<file path="config.mk">
export PLATFORM = sky130hd
export DESIGN_NAME = uart_receiver
export DESIGN_NICKNAME = d
export VERILOG_FILES = /design/src/rtl/uart_pkg.sv /design/src/rtl/uart_rx_data_sampler.sv /design/src/rtl/uart_receiver.sv
export SDC_FILE = /design/constraint.sdc
export NUM_CORES = 1
export LEC_CHECK = 0
export CELL_PAD_IN_SITES_DETAIL_PLACEMENT = 1
export CELL_PAD_IN_SITES_GLOBAL_PLACEMENT = 1
export CORE_MARGIN = 1
export CORE_UTILIZATION = 45
export CTS_CLUSTER_SIZE = 24
export DETAILED_ROUTE_END_ITERATION = 7
export HOLD_SLACK_MARGIN = 0.03
export PLACE_DENSITY = 0.79
export SYNTH_ARGS = -nofsm -noshare
export SYNTH_HDL_FRONTEND = slang
export SYNTH_SLANG_ARGS = --single-unit
export TNS_END_PERCENT = 5
</file>
<file path="constraint.sdc">
create_clock -name clk -period 3.49 [get_ports clk]
set_clock_uncertainty 0.05 [all_clocks]
set_input_delay 0.698 -clock clk [delete_from_list [all_inputs] [get_ports clk]]
set_output_delay 0.698 -clock clk [all_outputs]
set_load 0.01 [all_outputs]
</file>
<file path="src/rtl/uart_pkg.sv">
// Shared types and constants for the UART receive path: FSM encoding,
// parity selectors, supported oversampling ratios and small helpers.
package uart_pkg;

  typedef enum logic [2:0] {
    ST_IDLE   = 3'd0,
    ST_START  = 3'd1,
    ST_DATA   = 3'd2,
    ST_PARITY = 3'd3,
    ST_STOP   = 3'd4
  } rx_state_e;

  localparam logic PAR_EVEN = 1'b0;
  localparam logic PAR_ODD  = 1'b1;

  localparam logic [5:0] PRESCALE_8  = 6'd8;
  localparam logic [5:0] PRESCALE_16 = 6'd16;
  localparam logic [5:0] PRESCALE_32 = 6'd32;

  function automatic logic majority3(input logic [2:0] s);
    return (s[0] & s[1]) | (s[0] & s[2]) | (s[1] & s[2]);
  endfunction

  function automatic logic is_legal_prescale(input logic [5:0] p);
    return (p == PRESCALE_8) || (p == PRESCALE_16) || (p == PRESCALE_32);
  endfunction

endpackage

</file>
<file path="src/rtl/uart_rx_data_sampler.sv">
// Per-bit edge counter with three mid-bit samples and a majority vote.
// The oversampling ratio is captured when a frame starts.
module uart_rx_data_sampler
  import uart_pkg::*;
(
  input  logic       clk,
  input  logic       reset_n,
  input  logic       start,
  input  logic       active,
  input  logic       ser_data_in,
  input  logic [5:0] prescale,
  output logic       sampled_bit,
  output logic       bit_done,
  output logic       sample_done
);

  logic [5:0] p_q;
  logic [5:0] edge_cnt_q;
  logic [5:0] edge_cnt_d;
  logic [5:0] half;
  logic [2:0] samples_q;

  assign half = {1'b0, p_q[5:1]};

  always_comb begin
    edge_cnt_d = edge_cnt_q;
    if (start) begin
      edge_cnt_d = 6'd1;
    end else if (!active) begin
      edge_cnt_d = 6'd0;
    end else if (edge_cnt_q == p_q - 6'd1) begin
      edge_cnt_d = 6'd0;
    end else begin
      edge_cnt_d = edge_cnt_q + 6'd1;
    end
  end

  always_ff @(posedge clk or negedge reset_n) begin
    if (!reset_n) begin
      edge_cnt_q <= 6'd0;
      p_q        <= PRESCALE_8;
      samples_q  <= 3'b111;
    end else begin
      edge_cnt_q <= edge_cnt_d;
      // An unsupported ratio falls back to 16 so the counter always wraps.
      if (start) begin
        p_q <= is_legal_prescale(prescale) ? prescale : PRESCALE_16;
      end
      if (active) begin
        if (edge_cnt_q == half - 6'd1) samples_q[0] <= ser_data_in;
        if (edge_cnt_q == half)        samples_q[1] <= ser_data_in;
        if (edge_cnt_q == half + 6'd1) samples_q[2] <= ser_data_in;
      end
    end
  end

  assign sampled_bit = majority3(samples_q);
  assign bit_done    = active && (edge_cnt_q == p_q - 6'd1);
  assign sample_done = active && (edge_cnt_q == half + 6'd2);

endmodule

</file>
<file path="src/rtl/uart_receiver.sv">
// UART receive stage: frame FSM, LSB-first shift register, parity/stop
// checking and one-cycle result pulses towards the processor side.
module uart_receiver
  import uart_pkg::*;
#(
  parameter int DATA_WIDTH = 8
) (
  input  logic                  clk,
  input  logic                  reset_n,
  input  logic                  ser_data_in,
  input  logic [5:0]            prescale,
  input  logic                  par_en,
  input  logic                  par_type,
  output logic [DATA_WIDTH-1:0] parallel_data,
  output logic                  data_valid,
  output logic                  par_err,
  output logic                  stop_err
);

  localparam int BIT_CNT_W = (DATA_WIDTH > 1) ? $clog2(DATA_WIDTH) : 1;
  localparam logic [BIT_CNT_W-1:0] LAST_BIT = BIT_CNT_W'(DATA_WIDTH - 1);

  rx_state_e             state_q, state_d;
  logic [BIT_CNT_W-1:0]  bit_cnt_q, bit_cnt_d;
  logic [DATA_WIDTH-1:0] data_q, data_d;
  logic                  mismatch_q, mismatch_d;
  logic [DATA_WIDTH-1:0] parallel_data_q, parallel_data_d;
  logic                  data_valid_q, data_valid_d;
  logic                  par_err_q, par_err_d;
  logic                  stop_err_q, stop_err_d;

  logic start;
  logic active;
  logic sampled_bit;
  logic bit_done;
  logic sample_done;
  logic exp_par;

  assign start  = (state_q == ST_IDLE) && !ser_data_in;
  assign active = (state_q != ST_IDLE);

  uart_rx_data_sampler u_sampler (
    .clk         (clk),
    .reset_n     (reset_n),
    .start       (start),
    .active      (active),
    .ser_data_in (ser_data_in),
    .prescale    (prescale),
    .sampled_bit (sampled_bit),
    .bit_done    (bit_done),
    .sample_done (sample_done)
  );

  always_comb begin
    exp_par = ^data_q;
    case (par_type)
      PAR_EVEN: exp_par = ^data_q;
      PAR_ODD:  exp_par = ~^data_q;
      default:  exp_par = ^data_q;
    endcase
  end

  always_comb begin
    state_d         = state_q;
    bit_cnt_d       = bit_cnt_q;
    data_d          = data_q;
    mismatch_d      = mismatch_q;
    parallel_data_d = parallel_data_q;
    data_valid_d    = 1'b0;
    par_err_d       = 1'b0;
    stop_err_d      = 1'b0;

    case (state_q)
      ST_IDLE: begin
        if (!ser_data_in) begin
          state_d    = ST_START;
          bit_cnt_d  = '0;
          mismatch_d = 1'b0;
        end
      end
      ST_START: begin
        // A start bit that votes high was a line glitch.
        if (bit_done) begin
          state_d = sampled_bit ? ST_IDLE : ST_DATA;
        end
      end
      ST_DATA: begin
        if (bit_done) begin
          data_d[bit_cnt_q] = sampled_bit;
          if (bit_cnt_q == LAST_BIT) begin
            state_d = par_en ? ST_PARITY : ST_STOP;
          end else begin
            bit_cnt_d = bit_cnt_q + BIT_CNT_W'(1);
          end
        end
      end
      ST_PARITY: begin
        if (bit_done) begin
          mismatch_d = (sampled_bit != exp_par);
          state_d    = ST_STOP;
        end
      end
      ST_STOP: begin
        // Leave at the vote so the tail of the stop bit can resync as idle.
        if (sample_done) begin
          state_d    = ST_IDLE;
          stop_err_d = ~sampled_bit;
          par_err_d  = par_en & mismatch_q;
          if (sampled_bit && !(par_en && mismatch_q)) begin
            parallel_data_d = data_q;
            data_valid_d    = 1'b1;
          end
        end
      end
      default: state_d = ST_IDLE;
    endcase
  end

  always_ff @(posedge clk or negedge reset_n) begin
    if (!reset_n) begin
      state_q         <= ST_IDLE;
      bit_cnt_q       <= '0;
      data_q          <= '0;
      mismatch_q      <= 1'b0;
      parallel_data_q <= '0;
      data_valid_q    <= 1'b0;
      par_err_q       <= 1'b0;
      stop_err_q      <= 1'b0;
    end else begin
      state_q         <= state_d;
      bit_cnt_q       <= bit_cnt_d;
      data_q          <= data_d;
      mismatch_q      <= mismatch_d;
      parallel_data_q <= parallel_data_d;
      data_valid_q    <= data_valid_d;
      par_err_q       <= par_err_d;
      stop_err_q      <= stop_err_d;
    end
  end

  assign parallel_data = parallel_data_q;
  assign data_valid    = data_valid_q;
  assign par_err       = par_err_q;
  assign stop_err      = stop_err_q;

endmodule

</file>
==> results_dict.tcl <==
set metrics [dict create \
    clk_latency_ns 0.30 \
    final_area_sq_mm 0.00295 \
    drv_slew 0 \
    outcome "finished clean" \
    dp_hpwl_um 4350 \
    first_pass_iters 4 \
    postCtsSetupRepairBufs 0 \
    synth_nets 284 \
    power_switching_mw 1.07 \
    async_flop_share 1.00 \
    share_comb_of_total_power 0.510 \
    cts_buffers 5 \
    start_util 0.470 \
    ios 22 \
    dpl.cell_count 345 \
    grt_pass1_vias 1995 \
    die_h_um 78.1 \
    finalPower_mw 2.36 \
    core-area_sq_mm 0.00554 \
    drtIter0Drc 151 \
    grt_pass1_wl_um 10100 \
    diodes 0 \
    p_seq_frac 0.355 \
    hold_class "input port to async pin" \
    clock-sinks 41 \
    routed-via-count 1993 \
    grt_usage 0.216 \
    r2r_cells 7 \
    drive_gt1_frac 0.157 \
    peakVddDrop_uv 276 \
    nNetsFinal 301 \
    finalHoldViolCount 0 \
    cp.arrival_ns 3.09 \
    syn_area_sq_mm 0.00260 \
    max_freq_ghz 0.341 \
    drt-vias-per-instance 5.65 \
    cpMaxStageDelayCell "o211ai_1" \
    synth.distinct_cells 49 \
    dpl_cell_area_sq_mm 0.00287 \
    required_ns 3.65 \
    leakagePower_nw 1.22 \
    finalNonFillerCells 353 \
    place_congestion 0.809 \
    crit_type "flip-flop to flip-flop" \
    yosys_most_used_dff "dfrtp_1" \
    ant_nets 0 \
    ys_ff_latch 41 \
    grt_max_degree 42 \
    dieArea_sq_mm 0.00609 \
    finalCriticalPeriod_ns 2.93 \
    end_kind "flip-flop" \
    cts-hold-fix-buffers 0 \
    synthCells 263 \
    ys_warn_count 0 \
    relSlewSlack 0.193 \
    routed_wl_um 5930 \
    die_x_um 78.1 \
    cts.repair.resized 0 \
    fin_tns_setup_ns 0 \
    max_stage_delay_ns 0.96 \
    p_per_area_mw_per_mm2 800 \
    clk_path_buf_depth 2 \
    clk_pin_slew_ns 0.09 \
    synth-edff-count 0 \
    drc_errors 0 \
    cts_root_buf "clkbuf_8" \
    cap_viol_max_count 0 \
    cts_tree "done" \
    port-buffer-count 21 \
    swShare 0.454 \
    wl_per_cell_um 16.8 \
    ys_seq_area_frac 0.396 \
    grt.overflow.total 0 \
    crit_fanout 15 \
    finalSetupViolations 0 \
    critPathLaunchType "flip-flop" \
    p_int_mw 1.29 \
    syn_to_final_growth_pct 13.4 \
    period_share 0.840 \
    htree_num_levels 2 \
    avgSynthCellArea_sq_um 9.90 \
    antenna_found_initial 0 \
    p_clk_frac 0.135 \
    rsz0062_at_grt "false" \
    crit_chain "inv_1 > ha_1 > nand2b_1 > a21oi_1 > o211ai_1 > nor2_1 > o31ai_1" \
    worstMarginPinSlew_ns 1.21 \
    num_rows 27 \
]
==> per-stage QoR <==
step                setup slack [ns]  utilization  hold slack (ns)
finish                         0.557        0.533            0.466
global placement               0.678        0.517            0.439
CTS                            0.567        0.533            0.466
floorplan                      0.864            -            0.352
detailed placement             0.588        0.517            0.446
global route                   0.294        0.533            0.475
==> worst max-delay path, delay by kind of cell (launching register included) <==
kind / cells / cell delay [ns]
AOI/OAI and AO/OA: 3 / 1.37
DFF: 1 / 0.67
and+or+nand+nor: 2 / 0.39
buffers and inverters: 1 / 0.14
adders and majority gates: 1 / 0.22
==> power groups by stage <==
stage | clock network [mW] | logic, mW | registers, mW
4_1_cts | 0.326 | 1.21 | 0.838
5_1_grt | 0.346 | 1.33 | 0.868
6_report | 0.319 | 1.20 | 0.838
3_5_place_dp | 0 | 1.20 | 0.847
3_3_place_gp | 0 | 1.16 | 0.837
2_1_floorplan | 0 | 1.04 | 0.700
==> cells in the mapped netlist, types with 2 or more instances <==
cell,number,area (sq um)
nor2b_1,2,12.5
buf_2,2,10.0
inv_1,8,30.0
a21oi_1,6,30.0
or4b_2,2,20.0
o21ai_0,5,25.0
o22ai_1,2,12.5
nand3_1,8,40.0
xnor2_1,21,184
nor2_1,17,63.8
buf_1,3,11.3
dfstp_2,4,105
nor3_1,17,85.1
nand3b_1,2,15.0
o311ai_0,3,26.3
dfrtp_1,37,926
nand4b_1,4,35.0
o211ai_1,5,37.5
o31ai_1,2,15.0
a211oi_1,2,15.0
nor4_1,3,18.8
ha_1,10,125
or3_1,3,18.8
nand2b_1,8,50.1
nand4_1,3,18.8
mux2_2,20,225
nand2_1,20,75.1
a21boi_0,2,15.0
clkbuf_1,9,33.8
xor2_1,12,105
nor3b_1,3,22.5
==> final timing paths <==
path,startpoint,endpoint,slack (ns)
worst max-delay path,u_sampler.p_q[3],u_sampler.edge_cnt_q[0],0.56
worst min-delay path,reset_n,u_sampler.p_q[1],0.47
worst max register to register,u_sampler.p_q[3],u_sampler.edge_cnt_q[0],0.56
worst min register to register,parallel_data[5],parallel_data[5],0.47
max in group asynchronous,reset_n,data_q[6],2.34
min in group clk,parallel_data[5],parallel_data[5],0.47
==> state kept, by name, summed over array words and instances, names as in the netlist <==
signal,flops
mismatch_q,1
state_q,3
par_err,1
stop_err,1
u_sampler.samples_q,3
u_sampler.edge_cnt_q,6
data_valid,1
bit_cnt_q,3
parallel_data,8
u_sampler.p_q,6
data_q,8
==> cell usage in the layout, fill, tap and decap left out, types with 2 or more instances in the layout <==
cell / n
a211oi_1: 2
a21boi_0: 2
a21oi_1: 6
buf_4: 3
clkbuf_8: 5
clkdlybuf4s50_1: 20
clkinv_2: 2
dfrtp_1: 37
dfstp_2: 4
ha_1: 10
inv_1: 8
mux2_2: 20
nand2_1: 20
nand2b_1: 8
nand3_1: 8
nand3b_1: 2
nand4_1: 3
nand4b_1: 4
nor2_1: 17
nor2b_1: 2
nor3_1: 17
nor3b_1: 3
nor4_1: 3
o211ai_1: 5
o21ai_0: 5
o22ai_1: 2
o311ai_0: 3
o31ai_1: 2
or3_1: 3
or4b_2: 2
xnor2_1: 21
xor2_1: 12
==> layer usage <==
layer	up-vias	track usage	part of all wire
li1	967	-	-
met1	981	0.301	0.48
met2	38	0.346	0.47
met3	7	0.0419	0.041
met4	0	0.0556	0.012
met5	-	0	0
==> kinds of logic after synthesis <==
family          after synthesis  synth area share
compound gates               32            0.0851
simple gates                101             0.217
mux                          21            0.0904
flops                        41             0.396
buf+inv                      22            0.0327
fa+ha+maj                    11            0.0519
xor+xnor                     35             0.126
==> area by class of cell <==
class	instances	area, sq um
Inverter	8	30.0
Sequential cell	41	1030
Multi-Input combinational cell	200	1490
Tap cell	72	90.1
Clock inverter	3	17.5
Fill cell	641	2590
Timing Repair Buffer	24	228
Clock buffer	5	68.8
No activity file was read; power rests on OpenSTA's default activity.
